$ cat config.mk
export PLATFORM = sky130hd
export DESIGN_NAME = spi_slave
export DESIGN_NICKNAME = d
export VERILOG_FILES = /design/src/rtl/spi_pkg.sv /design/src/rtl/spi_sync_edge.sv /design/src/rtl/spi_slave.sv
export SDC_FILE = /design/constraint.sdc
export NUM_CORES = 1
export LEC_CHECK = 0
export CAP_MARGIN = 0
export CORE_MARGIN = 2
export CORE_UTILIZATION = 58
export DETAILED_ROUTE_END_ITERATION = 10
export PLACE_DENSITY = 0.94
export SYNTH_ARGS = -nofsm -noshare
export SYNTH_HDL_FRONTEND = slang
export SYNTH_HIERARCHICAL = 1
export SYNTH_SLANG_ARGS = --single-unit
$ cat constraint.sdc
create_clock -name clk -period 3 [get_ports clk]
set_input_delay 0.9 -clock clk [delete_from_list [all_inputs] [get_ports clk]]
set_output_delay 0.9 -clock clk [all_outputs]
set_load 0.01 [all_outputs]
$ cat src/rtl/spi_pkg.sv
`default_nettype none
// spi_pkg - shared SPI mode decode, idle-fill byte and slave state encoding.
// Rev 1.0
package spi_pkg;

    localparam logic [7:0] IDLE_FILL = 8'hFF;

    typedef enum logic [0:0] {
        ST_IDLE   = 1'b0,
        ST_ACTIVE = 1'b1
    } state_t;

    function automatic logic mode_cpol(input int mode);
        return mode[1];
    endfunction

    function automatic logic mode_cpha(input int mode);
        return mode[0];
    endfunction

endpackage
`default_nettype wire

$ cat src/rtl/spi_sync_edge.sv
`default_nettype none
// spi_sync_edge - 3-flop synchronizer; the third flop yields rise/fall pulses.
// Rev 1.0
module spi_sync_edge #(
    parameter logic RESET_VAL = 1'b0
) (
    input  logic clk,
    input  logic rst,
    input  logic i_async,
    output logic o_rise,
    output logic o_fall
);

    logic r_meta;
    logic r_sync;
    logic r_prev;

    always_ff @(posedge clk or posedge rst) begin
        if (rst) begin
            r_meta <= RESET_VAL;
            r_sync <= RESET_VAL;
            r_prev <= RESET_VAL;
        end else begin
            r_meta <= i_async;
            r_sync <= r_meta;
            r_prev <= r_sync;
        end
    end

    assign o_rise = r_sync & ~r_prev;
    assign o_fall = ~r_sync & r_prev;

endmodule
`default_nettype wire

$ cat src/rtl/spi_slave.sv
`default_nettype none
// spi_slave - oversampled SPI slave (modes 0..3) with a one-byte TX holding buffer.
// Rev 1.0
module spi_slave
    import spi_pkg::*;
#(
    parameter int SPI_MODE = 0
) (
    input  logic       clk,
    input  logic       rst,
    input  logic [7:0] tx_data,
    input  logic       tx_valid,
    output logic       tx_ready,
    output logic [7:0] rx_data,
    output logic       rx_valid,
    input  logic       sck,
    input  logic       cs_n,
    input  logic       mosi,
    output logic       miso,
    output logic       miso_oe
);

    localparam logic CPOL = mode_cpol(SPI_MODE);
    localparam logic CPHA = mode_cpha(SPI_MODE);

    state_t     r_state;
    state_t     w_state_nxt;
    logic       w_sck_rise, w_sck_fall, w_cs_rise, w_cs_fall;
    logic       r_mosi_meta, r_mosi_sync;
    logic [2:0] r_bit_cnt;
    logic [7:0] r_rx_shift;
    logic [7:0] r_rx_data;
    logic       r_rx_valid;
    logic [7:0] r_tx_shift;
    logic       r_miso;
    logic       r_first;
    logic [7:0] r_hold;
    logic       r_hold_full;

    spi_sync_edge #(.RESET_VAL(CPOL)) u_sync_sck (
        .clk     (clk),
        .rst     (rst),
        .i_async (sck),
        .o_rise  (w_sck_rise),
        .o_fall  (w_sck_fall)
    );

    spi_sync_edge #(.RESET_VAL(1'b1)) u_sync_cs (
        .clk     (clk),
        .rst     (rst),
        .i_async (cs_n),
        .o_rise  (w_cs_rise),
        .o_fall  (w_cs_fall)
    );

    // Two stages only, so the sampled bit lines up with the sck edge pulse.
    always_ff @(posedge clk or posedge rst) begin
        if (rst) begin
            r_mosi_meta <= 1'b0;
            r_mosi_sync <= 1'b0;
        end else begin
            r_mosi_meta <= mosi;
            r_mosi_sync <= r_mosi_meta;
        end
    end

    logic       w_lead, w_trail, w_enter, w_run, w_sample, w_wrap;
    logic       w_load_out, w_load_only, w_shift, w_xfer;
    logic [7:0] w_fill;

    assign w_lead      = CPOL ? w_sck_fall : w_sck_rise;
    assign w_trail     = CPOL ? w_sck_rise : w_sck_fall;
    assign w_enter     = (r_state == ST_IDLE) && w_cs_fall;
    assign w_run       = (r_state == ST_ACTIVE) && !w_cs_rise;
    assign w_sample    = w_run && (CPHA ? w_trail : w_lead);
    assign w_wrap      = w_sample && (r_bit_cnt == 3'd7);
    // CPHA=0 wraps on a sample edge, so the next byte is loaded without being
    // shown; the following trailing edge then presents its MSB.
    assign w_load_out  = CPHA ? (w_run && w_lead && r_first) : w_enter;
    assign w_load_only = !CPHA && w_wrap;
    assign w_shift     = w_run && (CPHA ? w_lead : w_trail) && !w_load_out;
    assign w_xfer      = w_load_out || w_load_only;
    assign w_fill      = r_hold_full ? r_hold : IDLE_FILL;

    always_ff @(posedge clk or posedge rst) begin
        if (rst) begin
            r_state <= ST_IDLE;
        end else begin
            r_state <= w_state_nxt;
        end
    end

    always_comb begin
        w_state_nxt = r_state;
        case (r_state)
            ST_IDLE:   if (w_cs_fall) w_state_nxt = ST_ACTIVE;
            ST_ACTIVE: if (w_cs_rise) w_state_nxt = ST_IDLE;
            default:   w_state_nxt = ST_IDLE;
        endcase
    end

    always_ff @(posedge clk or posedge rst) begin
        if (rst) begin
            r_bit_cnt   <= 3'd0;
            r_rx_shift  <= 8'h00;
            r_rx_data   <= 8'h00;
            r_rx_valid  <= 1'b0;
            r_tx_shift  <= 8'h00;
            r_miso      <= 1'b0;
            r_first     <= 1'b0;
            r_hold      <= 8'h00;
            r_hold_full <= 1'b0;
        end else begin
            r_rx_valid <= 1'b0;
            if (w_enter) begin
                r_bit_cnt <= 3'd0;
                r_first   <= 1'b1;
            end else if (w_sample) begin
                r_bit_cnt  <= r_bit_cnt + 3'd1;
                r_rx_shift <= {r_rx_shift[6:0], r_mosi_sync};
                if (w_wrap) begin
                    r_rx_data  <= {r_rx_shift[6:0], r_mosi_sync};
                    r_rx_valid <= 1'b1;
                    r_first    <= 1'b1;
                end
            end

            if (w_load_out) begin
                r_miso     <= w_fill[7];
                r_tx_shift <= {w_fill[6:0], 1'b0};
                r_first    <= 1'b0;
            end else if (w_load_only) begin
                r_tx_shift <= w_fill;
            end else if (w_shift) begin
                r_miso     <= r_tx_shift[7];
                r_tx_shift <= {r_tx_shift[6:0], 1'b0};
            end

            if (w_xfer) begin
                r_hold_full <= 1'b0;
            end else if (tx_valid && tx_ready) begin
                r_hold      <= tx_data;
                r_hold_full <= 1'b1;
            end
        end
    end

    // A byte arriving in the same cycle as a transfer waits one clk.
    assign tx_ready = !r_hold_full && !w_xfer;
    assign rx_data  = r_rx_data;
    assign rx_valid = r_rx_valid;
    assign miso_oe  = (r_state == ST_ACTIVE);
    assign miso     = (r_state == ST_ACTIVE) && r_miso;

endmodule
`default_nettype wire

==> results of run 1 <==
[Yosys cell counts (5+ instances only)]
cell,number
inv_1,6
buf_2,6
a22oi_1,6
dfrtp_1,43
mux2_2,15
nand3_1,10
nor2b_1,5
a31oi_1,7
nand2_1,27
a211oi_1,7
nand2b_1,8
[worst min-delay path by stage]
| stage | start | to | slack [ns] | depth (start not counted) |
|---|---|---|---|---|
| floorplan | r_mosi_meta | r_mosi_sync | 0.33 | 0 |
| global route | u_sync_cs/r_meta | u_sync_cs/r_sync | 0.37 | 0 |
| detailed placement | r_mosi_meta | r_mosi_sync | 0.35 | 0 |
| global placement | r_mosi_meta | r_mosi_sync | 0.33 | 0 |
| finish | u_sync_cs/r_meta | u_sync_cs/r_sync | 0.37 | 0 |
| CTS | u_sync_cs/r_meta | u_sync_cs/r_sync | 0.37 | 0 |
[report_power, final]
part / switching [mW] / internal (mW) / total [mW] / leakage [nW]
clock: 0.200 / 0.0911 / 0.291 / 0.0312
combinational: 0.146 / 0.178 / 0.325 / 0.495
sequential: 0.0939 / 0.767 / 0.861 / 0.565
total: 0.440 / 1.04 / 1.48 / 1.09
[stage by stage]
step	setup slack (ns)	hold WS, ns	instances	power (mW)
floorplan	0.595	0.331	168	1.09
global placement	0.336	0.334	235	1.16
detailed placement	0.353	0.346	235	1.20
CTS	0.191	0.367	243	1.49
global route	0.0680	0.374	243	1.58
finish	0.209	0.366	243	1.48
[area by class of cell]
type / instances / area, sq um / share of cell area
Timing Repair Buffer: 29 / 279 / 0.121
Sequential cell: 46 / 1150 / 0.500
Inverter: 7 / 26.3 / 0.0114
Clock buffer: 5 / 37.5 / 0.0162
Tap cell: 46 / 57.6 / 0.0249
Clock inverter: 3 / 21.3 / 0.00920
Multi-Input combinational cell: 107 / 734 / 0.318
[kinds of logic after synthesis]
family	count (synthesis)
AOI/OAI and AO/OA	28
buffers and inverters	15
muxes	15
adders and majority gates	2
and+or+nand+nor	62
DFF	46
[metal layers]
metal  GRT usage  share of wire  vias up
li1            -              -      640
met1       0.297           0.42      628
met2       0.314           0.50       52
met3      0.0745          0.060        4
met4      0.0851          0.015        0
met5           0              0        -
[sequential cells by signal, indices dropped and copies added, names as in the netlist]
signal	flops
r_bit_cnt	3
u_sync_cs/r_meta	1
r_tx_shift	8
r_mosi_meta	1
rx_data	8
r_hold	8
u_sync_sck/r_meta	1
u_sync_sck/r_prev	1
u_sync_cs/r_sync	1
r_hold_full	1
u_sync_cs/r_prev	1
rx_valid	1
r_miso	1
r_mosi_sync	1
miso_oe	1
u_sync_sck/r_sync	1
r_rx_shift	7
[layout by cell type (no fill, tap or decap), drive strengths merged]
| cell | synthesis | routed |
|---|---|---|
| dfrtp | 43 | 43 |
| nand2 | 27 | 27 |
| clkdlybuf4s50 | 0 | 24 |
| mux2 | 15 | 15 |
| nand3 | 10 | 10 |
| nand2b | 8 | 8 |
| a211oi | 7 | 7 |
| a31oi | 7 | 7 |
| inv | 7 | 7 |
| a22oi | 6 | 6 |
| nor2b | 5 | 5 |
| clkbuf | 2 | 5 |
| buf | 6 | 4 |
| o21ai | 3 | 3 |
| dfstp | 3 | 3 |
| nand4b | 2 | 2 |
| a21o | 2 | 2 |
| nor3 | 2 | 2 |
| ha | 2 | 2 |
| and2b | 2 | 2 |
| clkinv | 0 | 2 |
| or2b | 1 | 1 |
| nand3b | 1 | 1 |
| o22ai | 1 | 1 |
| a2bb2oi | 1 | 1 |
| nor2 | 1 | 1 |
| and3 | 1 | 1 |
| nand4 | 1 | 1 |
| o211ai | 1 | 1 |
| and2 | 1 | 1 |
| clkinvlp | 0 | 1 |
| dlygate4sd2 | 0 | 1 |
==> flow_metrics.tcl, run 1 <==
set metrics [dict create \
    placed_cell_area_sq_um 2250 \
    grt_pass1_wl_um 5780 \
    clockBufferDepth 2 \
    hold_class "reg -> reg" \
    clock_skew_ns 0.0135 \
    power_density_nw_per_um2 639 \
    critPathMaxFanout 3 \
    period_needed_ns 2.79 \
    grt_overflow 0 \
    clkSinkCount 46 \
    r2r_slack_ns 1.14 \
    peakVddDrop_mv 0.369 \
    cp-end-kind "primary output" \
    reg2reg_to "r_hold[6]" \
    cp_slowest_cell "dfrtp_1" \
    coreArea_sq_um 3280 \
    gp_congestion 0.761 \
    slew_headroom 0.527 \
    slowest_delay_ns 0.42 \
    async_reset_ff_frac 1.00 \
    drc 0 \
    synthFlopType "dfrtp_1" \
    area_growth_syn_to_layout_pct 18.3 \
    drt_wl_total_um 3470 \
    reg2reg_from "r_bit_cnt[0]" \
    detail-route-antenna-nets 0 \
    startpoint "r_bit_cnt[0]" \
    dp_hpwl_um 2440 \
    grt_max_degree 41 \
    avgRoutedWirePerCell_um 14.3 \
    cts_tree "built" \
    synth_top_cell_area_share 0.551 \
    final_nets 212 \
    synth_xor_area_frac 0 \
    seq_area_frac_synth 0.591 \
    clk_pin_slew_ns 0.12 \
    synth-compound-area-share 0.0993 \
    cts_root_buf "clkbuf_4" \
    netlist_instances 168 \
    synth_warnings 6 \
    crit_buf_inv 2 \
    hold_viol 0 \
    status "completed" \
    fin_util 0.704 \
    postSynthAreaPerCell_sq_um 11.6 \
    finalCritPeriodShare 0.930 \
    synthMuxAreaShare 0.0865 \
    drive_above_1_share 0.183 \
    insertion_delay_ns 0.38 \
    antenna_cells 0 \
    fin_area_sq_um 2310 \
    crit_type "reg -> out" \
    setup_violations 0 \
    crit_family "adder cells" \
    synth_edf_count 0 \
    synth_top_family_by_area "simple AND/OR/NAND/NOR gates" \
    dieArea_sq_um 3850 \
    worstPathCellList "ha_1, ha_1, nand4b_4, inv_2, nor3_1, dlygate4sd2_1" \
    p_leak_nw 1.09 \
    die_h_um 62.0 \
    netlist_area_sq_um 1950 \
    die_w_um 62.0 \
    post_cts_buffers 0 \
    cp.depth 6 \
    first_global_vias 1195 \
    worst_slew_pin_slew_ns 0.709 \
    antenna_found_initial 0 \
    rsz0062_at_grt "false" \
    grt.total_usage 0.215 \
    cts_buffers 5 \
    drtPass1Iterations 4 \
    synthAdderAreaFrac 0.0128 \
    start_kind "flop" \
    cts_resized 1 \
    max_cap_viol_count 0 \
    fmax_mhz 358 \
    worstSetupEndpoint "tx_ready" \
    cp.arrival_ns 1.89 \
    synthTopCellsByArea "dfrtp_1, mux2_2, nand2_1" \
    htree_levels 2 \
    slew_viol_final 0 \
    syn_nets 184 \
    cts_hold_buf 0 \
    r2r_cells 6 \
    cp.required_ns 2.10 \
    ios 26 \
    io_buffers 25 \
    yosysUniqueCellTypes 29 \
    fillers 241 \
    synth_seq_cells 46 \
    num_rows 21 \
    vias_per_cell 5.45 \
    synth_simple_gate_area_frac 0.177 \
    cp_common_cell "ha_1" \
    tns_ns 0 \
    drtIter0Drc 67 \
    initial_core_util 0.595 \
    yosysTopAreaCell "dfrtp_1" \
    vias 1324 \
]
No activity file was read; power rests on OpenSTA's default activity.
==> run 2: changes to the inputs <==
- CELL_PAD_IN_SITES_DETAIL_PLACEMENT: unset -> 0
- CELL_PAD_IN_SITES_GLOBAL_PLACEMENT: unset -> 1
- CORE_UTILIZATION: 58 -> 46
==> flow_metrics.tcl, run 2 (same netlist as run 1, synthesis figures left out) <==
set metrics [dict create \
    dp_hpwl_um 2470 \
    dieArea_sq_um 4780 \
    power.share.clock 0.281 \
    area_growth_syn_to_layout_pct 21.6 \
    finalCritPeriodShare 0.908 \
    drive_above_1_share 0.183 \
    grt_util_met3 0.0482 \
    fmax_mhz 367 \
    grt_overflow 0 \
    finalNonFillerCells 247 \
    max_cap_viol_count 0 \
    antenna_cells 0 \
    clock_skew_ns 0.00995 \
    vias_per_cell 5.30 \
    detail-route-antenna-nets 0 \
    grt-busiest-layer "met2" \
    grt_max_degree 41 \
    mostFrequentLayoutCells "dfrtp_1, nand2_1, clkdlybuf4s50_1, mux2_2, nand3_1" \
    insertion_delay_ns 0.30 \
    setup_violations 0 \
    ios 26 \
    intPower_mw 1.20 \
    die_w_um 69.2 \
    start_kind "flop" \
    gp_congestion 0.805 \
    cts_hold_buf 0 \
    cts_buffers 5 \
    clockBufferDepth 2 \
    place_inst 239 \
    clk_pin_slew_ns 0.09 \
    p_leak_nw 1.12 \
    first_global_vias 1357 \
    drc 0 \
    final_nets 212 \
    use_met1 0.202 \
    drtPass1Iterations 4 \
    rsz0062_at_grt "false" \
    combPwrFrac 0.195 \
    seq_power_share 0.524 \
    p_switching_uw 442 \
    use_met2 0.260 \
    grt.total_usage 0.161 \
    cts_root_buf "clkbuf_8" \
    htree_levels 2 \
    slew_viol_final 0 \
    r2r_cells 6 \
    slew_headroom 0.550 \
    coreArea_sq_um 4060 \
    fin_area_sq_um 2370 \
    placed_cell_area_sq_um 2260 \
    cts_tree "built" \
    die_h_um 69.2 \
    num_rows 23 \
    antenna_found_initial 0 \
    min_path_cells 0 \
    cp-end-kind "primary output" \
    io_buffers 25 \
    drtIter0Drc 70 \
    netSwitchingFraction 0.269 \
    vias 1310 \
    status "completed" \
    hold_class "reg -> reg" \
    critPathMaxFanout 3 \
    pre_cts_slack_ns 0.298 \
    power_density_nw_per_um2 691 \
    avgRoutedWirePerCell_um 13.9 \
    fillers 335 \
    layout_commonest_cell "dfrtp_1" \
    period_needed_ns 2.72 \
    cp.arrival_ns 1.82 \
    initial_core_util 0.481 \
    crit_type "reg -> out" \
    peakVddDrop_mv 0.422 \
    worst_slack_ns 0.275 \
    worst_slew_pin_slew_ns 0.674 \
    cp.required_ns 2.10 \
    drt_wl_total_um 3430 \
    clkSinkCount 46 \
    grt_pass1_wl_um 6080 \
    tns_ns 0 \
    hold_viol 0 \
]
[run 2: final cells by class]
| class | count | area, sq um | area share |
|---|---|---|---|
| multi-input combinational | 107 | 734 | 0.309 |
| inverter | 7 | 26.3 | 0.0111 |
| tap | 50 | 62.6 | 0.0263 |
| clock inverter | 3 | 48.8 | 0.0205 |
| timing repair buffer | 29 | 279 | 0.117 |
| sequential | 46 | 1150 | 0.486 |
| clock buffer | 5 | 68.8 | 0.0290 |
[run 2: metal layers]
layer / share of wire / vias to the layer above
met3: 0.039 / 2
met4: 0.0070 / 0
met5: 0 / -
li1: - / 635
met1: 0.43 / 639
met2: 0.52 / 34
[run 2: critical path, cell delays in order, from the launching register on]
cell and delay, ns:
dfrtp_1 0.40, ha_1 0.22, ha_1 0.24, nand4b_4 0.12
inv_2 0.04, nor3_1 0.21, dlygate4sd2_1 0.30
[run 2: path summary, 6_finish.rpt]
path	start	to	slack (ns)
max	r_bit_cnt[0]	tx_ready	0.28
max reg2reg	r_bit_cnt[0]	r_hold[1]	1.14
min	u_sync_sck/r_meta	u_sync_sck/r_sync	0.36
max in group asynchronous	rst	rx_data[1]	1.57
min reg2reg	u_sync_sck/r_meta	u_sync_sck/r_sync	0.36
min in group asynchronous	rst	u_sync_sck/r_meta	0.83
[run 2: metrics by stage]
stage,hold WS (ns),utilization,total power [mW]
after floorplan,0.331,-,1.09
after global placement,0.333,0.557,1.16
after detailed placement,0.338,0.557,1.20
after CTS,0.359,0.585,1.66
after global routing,0.370,0.585,1.76
final,0.356,0.585,1.64
[run 2: power by group through the flow]
stage | clock [mW] | sequential, mW | combinational, mW
global route | 0.520 | 0.877 | 0.360
CTS | 0.479 | 0.859 | 0.324
floorplan | 0 | 0.840 | 0.252
global placement | 0 | 0.860 | 0.305
finish | 0.462 | 0.860 | 0.320
detailed placement | 0 | 0.871 | 0.325
[run 2: what timing repair did]
action                     CTS  global route
resized for setup            1             0
setup buffers                0             0
setup endpoints to repair    1             0
